### src/rtl/sl_cmd_scheduler.sv
// Round-robin arbiter sharing the pclk-side command FIFO between NREQ requesters,
// inserting an instance-select word whenever the target instance changes.
module sl_cmd_scheduler #(
  parameter int unsigned NREQ = 2,
  parameter int unsigned CH_W = 6
) (
  input  logic                 pclk,
  input  logic                 preset_n,
  input  logic [NREQ-1:0]      req_valid,
  input  logic [NREQ*CH_W-1:0] req_chan,
  input  logic [NREQ*2-1:0]    req_mod,
  input  logic [NREQ*32-1:0]   req_data,
  output logic [NREQ-1:0]      req_ready,
  input  logic                 resync,
  input  logic                 fifo_write_full,
  output logic [33:0]          fifo_write_data,
  output logic                 fifo_write_inc,
  output logic [NREQ-1:0]      grant,
  output logic [CH_W-1:0]      cur_chan,
  output logic                 busy
);

  localparam int unsigned PW = (NREQ > 2) ? 2 : 1;

  localparam logic [1:0] S_IDLE = 2'd0;
  localparam logic [1:0] S_CHAN = 2'd1;
  localparam logic [1:0] S_DATA = 2'd2;

  logic [1:0]      r_state;
  logic [PW-1:0]   r_rr_ptr;
  logic [PW-1:0]   r_idx;
  logic [CH_W-1:0] r_chan;
  logic [1:0]      r_mod;
  logic [31:0]     r_data;
  logic [NREQ-1:0] r_grant;
  logic [CH_W-1:0] r_cur_chan;
  logic            r_chan_known;
  logic            r_resync_pend;
  logic [33:0]     r_wdata;

  logic            w_any;
  logic [PW-1:0]   w_win;
  logic [CH_W-1:0] w_chan;
  logic [1:0]      w_mod;
  logic [31:0]     w_data;
  logic            w_need_sel;
  logic            w_busy;
  logic            w_push;
  logic [PW-1:0]   w_next_ptr;

  // Two passes: first valid at or above the pointer, else lowest valid (wrap).
  always_comb begin
    w_any = 1'b0;
    w_win = '0;
    for (int unsigned i = 0; i < NREQ; i++) begin
      if (!w_any && req_valid[i] && (i >= 32'(r_rr_ptr))) begin
        w_any = 1'b1;
        w_win = i[PW-1:0];
      end
    end
    for (int unsigned i = 0; i < NREQ; i++) begin
      if (!w_any && req_valid[i]) begin
        w_any = 1'b1;
        w_win = i[PW-1:0];
      end
    end
  end

  always_comb begin
    w_chan = '0;
    w_mod  = '0;
    w_data = '0;
    for (int unsigned i = 0; i < NREQ; i++) begin
      if (w_win == i[PW-1:0]) begin
        w_chan = req_chan[i*CH_W +: CH_W];
        w_mod  = req_mod[i*2 +: 2];
        w_data = req_data[i*32 +: 32];
      end
    end
  end

  assign w_need_sel = !r_chan_known || (w_chan != r_cur_chan) || r_resync_pend;
  assign w_busy     = (r_state != S_IDLE);
  assign w_push     = w_busy && !fifo_write_full;
  assign w_next_ptr = (r_idx == PW'(NREQ - 1)) ? '0 : r_idx + 1'b1;

  assign fifo_write_inc  = w_push;
  assign fifo_write_data = r_wdata;
  assign grant           = r_grant;
  assign cur_chan        = r_cur_chan;
  assign busy            = w_busy;
  assign req_ready       = (r_state == S_DATA && !fifo_write_full) ? r_grant : '0;

  always_ff @(posedge pclk or negedge preset_n) begin
    if (!preset_n) begin
      r_state      <= S_IDLE;
      r_rr_ptr     <= '0;
      r_idx        <= '0;
      r_chan       <= '0;
      r_mod        <= '0;
      r_data       <= '0;
      r_grant      <= '0;
      r_cur_chan   <= '0;
      r_chan_known <= 1'b0;
      r_wdata      <= '0;
    end else begin
      case (r_state)
        S_IDLE: begin
          if (w_any) begin
            r_idx   <= w_win;
            r_chan  <= w_chan;
            r_mod   <= w_mod;
            r_data  <= w_data;
            r_grant <= {{(NREQ-1){1'b0}}, 1'b1} << w_win;
            if (w_need_sel) begin
              r_state <= S_CHAN;
              r_wdata <= {2'b11, {(32-CH_W){1'b0}}, w_chan};
            end else begin
              r_state <= S_DATA;
              r_wdata <= {w_mod, w_data};
            end
          end
        end
        S_CHAN: begin
          if (!fifo_write_full) begin
            r_cur_chan   <= r_chan;
            r_chan_known <= 1'b1;
            r_state      <= S_DATA;
            r_wdata      <= {r_mod, r_data};
          end
        end
        S_DATA: begin
          if (!fifo_write_full) begin
            r_grant  <= '0;
            r_rr_ptr <= w_next_ptr;
            r_state  <= S_IDLE;
            r_wdata  <= '0;
            // An explicit instance-address command re-selects the far side itself.
            if (r_mod == 2'd3) begin
              r_cur_chan   <= r_data[CH_W-1:0];
              r_chan_known <= 1'b1;
            end
          end
        end
        default: r_state <= S_IDLE;
      endcase
    end
  end

  // A resync arriving with a select push stays pending: set wins over clear.
  always_ff @(posedge pclk or negedge preset_n) begin
    if (!preset_n) begin
      r_resync_pend <= 1'b0;
    end else if (resync) begin
      r_resync_pend <= 1'b1;
    end else if (r_state == S_CHAN && !fifo_write_full) begin
      r_resync_pend <= 1'b0;
    end
  end

endmodule

### config.mk
export PLATFORM = sky130hd
export DESIGN_NAME = sl_cmd_scheduler
export DESIGN_NICKNAME = d
export VERILOG_FILES = /design/src/rtl/sl_cmd_scheduler.sv
export SDC_FILE = /design/constraint.sdc
export NUM_CORES = 1
export LEC_CHECK = 0
export BUFFER_PORTS_ARGS = -buffer_cell sky130_fd_sc_hd__buf_2
export CORE_ASPECT_RATIO = 0.5
export CORE_MARGIN = 5
export CORE_UTILIZATION = 52
export DETAILED_ROUTE_END_ITERATION = 8
export HOLD_SLACK_MARGIN = 0.06
export PLACE_DENSITY = 0.89
export SLEW_MARGIN = 20
export SYNTH_ARGS = -nofsm -noshare
export SYNTH_HDL_FRONTEND = slang
export SYNTH_SLANG_ARGS = --single-unit
### constraint.sdc
create_clock -name pclk -period 2.81 [get_ports pclk]
set_clock_uncertainty 0.15 [all_clocks]
set_input_delay 0.1405 -clock pclk [delete_from_list [all_inputs] [get_ports pclk]]
set_output_delay 0.1405 -clock pclk [all_outputs]
set_load 0.1 [all_outputs]
==> results by stage <==
Synth:
- Among all cell types in the netlist, the one instantiated most often is sky130_fd_sc_hd__dfrtp_1.
- Yosys mapped a number of flops with a built-in enable equal to 0.
- The average size of a mapped cell is between 9 and 10 µm².
- For this run, the number of Yosys warnings is 0.
- The async set-or-reset flop fraction in the synthesized netlist is 100%.
- Counting instances in the post-synthesis netlist gives the leading cell types as sky130_fd_sc_hd__dfrtp_1, sky130_fd_sc_hd__nand2_1, sky130_fd_sc_hd__o21ai_0.
- The commonest register cell after synthesis is sky130_fd_sc_hd__dfrtp_1.
- Synthesis handed over a netlist of 470 instances.
- Sequential cells were found to cover between 40% and 50% of the synthesized design area.
- The biggest area contributor in the post-synthesis netlist is sky130_fd_sc_hd__dfrtp_1.
- In this run the cell area of the synthesized design comes to 4470 µm².
- The share of synthesized area in the top cell type comes to 49.2%.
- The number of storage elements in the synthesis netlist is 88.
- By area the synthesized netlist is led by sky130_fd_sc_hd__dfrtp_1, sky130_fd_sc_hd__mux2i_1, sky130_fd_sc_hd__o21ai_0.
- The number of nets handed over by synthesis was 559.
- After synthesis, the netlist uses 47 different library cells.

STA:
- The ratio of final minimum period to clock period is 97.5%.
- The count of final max-slew check failures is 0.
- The worst pin sits at a relative slew slack of 44.1%.
- The post-layout minimum cycle time is 2740 ps.
- Hold timing on the final database bottoms out at a slack of between 70 and 80 ps.
- Setup slack on the critical path of the routed design comes to 69.8 ps.
- The number of hold-slack violations in the final timing report is 0.
- At the pin with the least slew margin, the transition time is 839 ps.
- The setup-violating endpoint count in the final report is 0.
- Static timing analysis puts the maximum clock frequency at 0.365 GHz.

Critical path:
- The most critical setup path has its endpoint at fifo_write_data[28].
- The kind of end point of the critical path is a flop.
- The critical path starts at r_rr_ptr.
- The worst reg2reg path depth is 7.
- The delay of the slowest critical-path stage is 560 ps.
- STA puts the critical path data arrival time at 2840 ps.
- The worst register-to-register path has a setup slack of ~70 ps.
- The slowest stage of the critical path belongs to the cell sky130_fd_sc_hd__or4_1.
- The worst register-to-register path begins at r_rr_ptr.
- STA classifies the critical path startpoint as a flop.
- The end of the worst register-to-register path is fifo_write_data[28].
- Traced cell by cell, the critical path runs through and2b_4, nor2_8, mux2i_1, a2111o_1, or4_1, buf_4, o22ai_1.
- The category of the most critical setup path is flop to flop.
- At the worst endpoint, the required time is 2910 ps.
- The biggest fanout along the worst timing path is 26.

Layout:
- The post-route netlist has 25.8% of its cells at a drive strength greater than 1.
- From synthesis to final layout, the design area changed by 41.2%.
- At the end of the flow, the number of nets in the layout was 759.
- Registers take 2200 µm².
- The repair_antennas step left the layout with diodes totalling 0.
- Fill cells in the final layout number 513.
- The multi-input combinational cells in the finished layout cover a total of 2080 µm².

Die:
- The height of the die is 75.6 µm.
- The initial cell density of the core is 54.7%.
- The boundary pin count is approximately 130.
- The floorplan step set the die width to 141 µm.
- The floorplan has 23 rows.
- The core region is 8170 µm².
- The floorplan step defined a die boundary enclosing 10700 µm².

Clock tree:
- After clock tree synthesis, the clock-pin slew on the worst setup and hold paths is roughly 60 ps.
- The TritonCTS clock tree is built.
- The clock root buffer master is sky130_fd_sc_hd__clkbuf_16.
- In this run the deepest clock path goes through 2 buffers.
- The later-pin clock latency in the skew report is 350 ps.
- The total clock buffers created by CTS is 9.
- The tree built by TritonCTS fans out to 88 sinks.
- The number of levels the H-tree was split into is 3.

Placement:
- The HPWL after detailed placement is 8.30 mm.
- The count of buffers added on input and output ports is 131.
- The worst-case setup slack after placement is roughly 160 ps.
- At the end of routability-driven placement, the weighted congestion stood at around 0.85.

Status:
- The flow ran to the end, and the final reports show no timing, DRC or antenna violations.

Run:
- Max-cap violations in this run came to 0.

Route:
- The via-per-instance ratio is 5.94.
- After detailed routing, the average wire length per cell comes to 18.9 µm.
- The number of remaining DRC errors is 0.
- The first TritonRoute pass finished after 5 iterations.
- The via count of the routed design is between 4000 and 5000.
- The routed design has 14.9 mm of wire.
- The number of DRC violations after detailed-routing iteration 0 is around 560.
- The count of nets left with antenna violations after detail routing is 0.

GRT:
- Across every metal layer, demand over resource in global routing totals roughly 28%.
- The initial antenna violation count is 0.
- The number of global-route vias before repair is 4731.
- Entering global routing, the biggest net connects between 80 and 90 pins.
- For this run the aggregate overflow at the end of global routing stands at 0.
- The first global-routing pass estimated 23.2 mm of wire.

Hold path:
- The path category of the worst min-delay check is primary input to flop.
==> worst min-delay path by stage <==
stage          slack [ps]  cells after the start   startpoint           to
2_1_floorplan        -310                      0     preset_n  cur_chan[0]
3_3_place_gp           70                      1     preset_n   r_data[15]
3_5_place_dp           70                      1     preset_n   r_data[15]
4_1_cts                60                      3  req_chan[9]    r_chan[3]
5_1_grt                70                      3  req_data[7]    r_data[7]
6_report               80                      3  req_chan[5]    r_chan[5]
==> logic make-up after synthesis <==
family	share of synthesized area (%)
mux	10.5
fa+ha+maj	0.839
simple gates	15.6
xor+xnor	0.588
flops	49.2
buf+inv	4.87
compound gates	18.3
==> metal layers <==
| layer | track usage (%) | vias to the layer above | share of wire (%) |
|---|---|---|---|
| li1 | - | 2072 | - |
| met1 | 33.1 | 2271 | 39 |
| met5 | 0 | - | 0 |
| met4 | 16.3 | 0 | 4.1 |
| met2 | 47.9 | 266 | 49 |
| met3 | 6.27 | 67 | 8.0 |
==> through the flow <==
step                instances  setup TNS, ps  utilization, %  area, µm²
finish                    787              0            77.3       6310
detailed placement        692              0            63.7       5210
global placement          692              0            63.7       5210
global route              787          -46.5            77.3       6310
floorplan                 470              0               -       4500
CTS                       784              0            76.9       6290
==> state kept, by name, summed over array words and instances (netlist names) <==
register	count
r_chan	6
cur_chan	6
r_resync_pend	1
r_data	32
r_idx	1
grant	2
r_chan_known	1
fifo_write_data	34
r_rr_ptr	1
r_mod	2
r_state	2
==> worst max-delay path: cells and delay by family (launching register included) <==
kind / cells / cell delay [ps]
compound gates: 2 / 720
buf+inv: 1 / 270
flops: 1 / 380
mux: 1 / 190
simple gates: 3 / 940
==> cells in the final DEF (no fill, tap or decap), types with 4 or more instances in the layout <==
cell                            netlist  routed
sky130_fd_sc_hd__buf_2                0     130
sky130_fd_sc_hd__mux2i_1             47      47
sky130_fd_sc_hd__dfrtp_1             88      86
sky130_fd_sc_hd__clkbuf_16            0       9
sky130_fd_sc_hd__dlygate4sd3_1        1      76
sky130_fd_sc_hd__buf_4                0      12
sky130_fd_sc_hd__nor2_1              44      44
sky130_fd_sc_hd__and3_1               8       8
sky130_fd_sc_hd__nand3_1              6       6
sky130_fd_sc_hd__o21bai_1             4       4
sky130_fd_sc_hd__inv_1                5       4
sky130_fd_sc_hd__a21oi_1             40      40
sky130_fd_sc_hd__nor2b_1              7       7
sky130_fd_sc_hd__nand2_1             58      57
sky130_fd_sc_hd__o21ai_0             52      51
sky130_fd_sc_hd__o22ai_1             27      27
==> cell type report <==
| type | instances | share of cell area, % |
|---|---|---|
| Multi-Input combinational cell | 345 | 33.0 |
| Tap cell | 112 | 2.22 |
| Timing Repair Buffer | 220 | 24.4 |
| Clock inverter | 6 | 1.31 |
| Inverter | 6 | 0.416 |
| Clock buffer | 10 | 3.78 |
| Sequential cell | 88 | 34.9 |
==> what timing repair did <==
item,in CTS,in global routing
buffers inserted,0,2
resized for setup,0,0
setup endpoints to repair,0,24
hold endpoints to repair,118,0
hold buffers,76,0
Power is not shown: default switching activity piles up to over one toggle a cycle in this logic, so the estimate is an artifact.
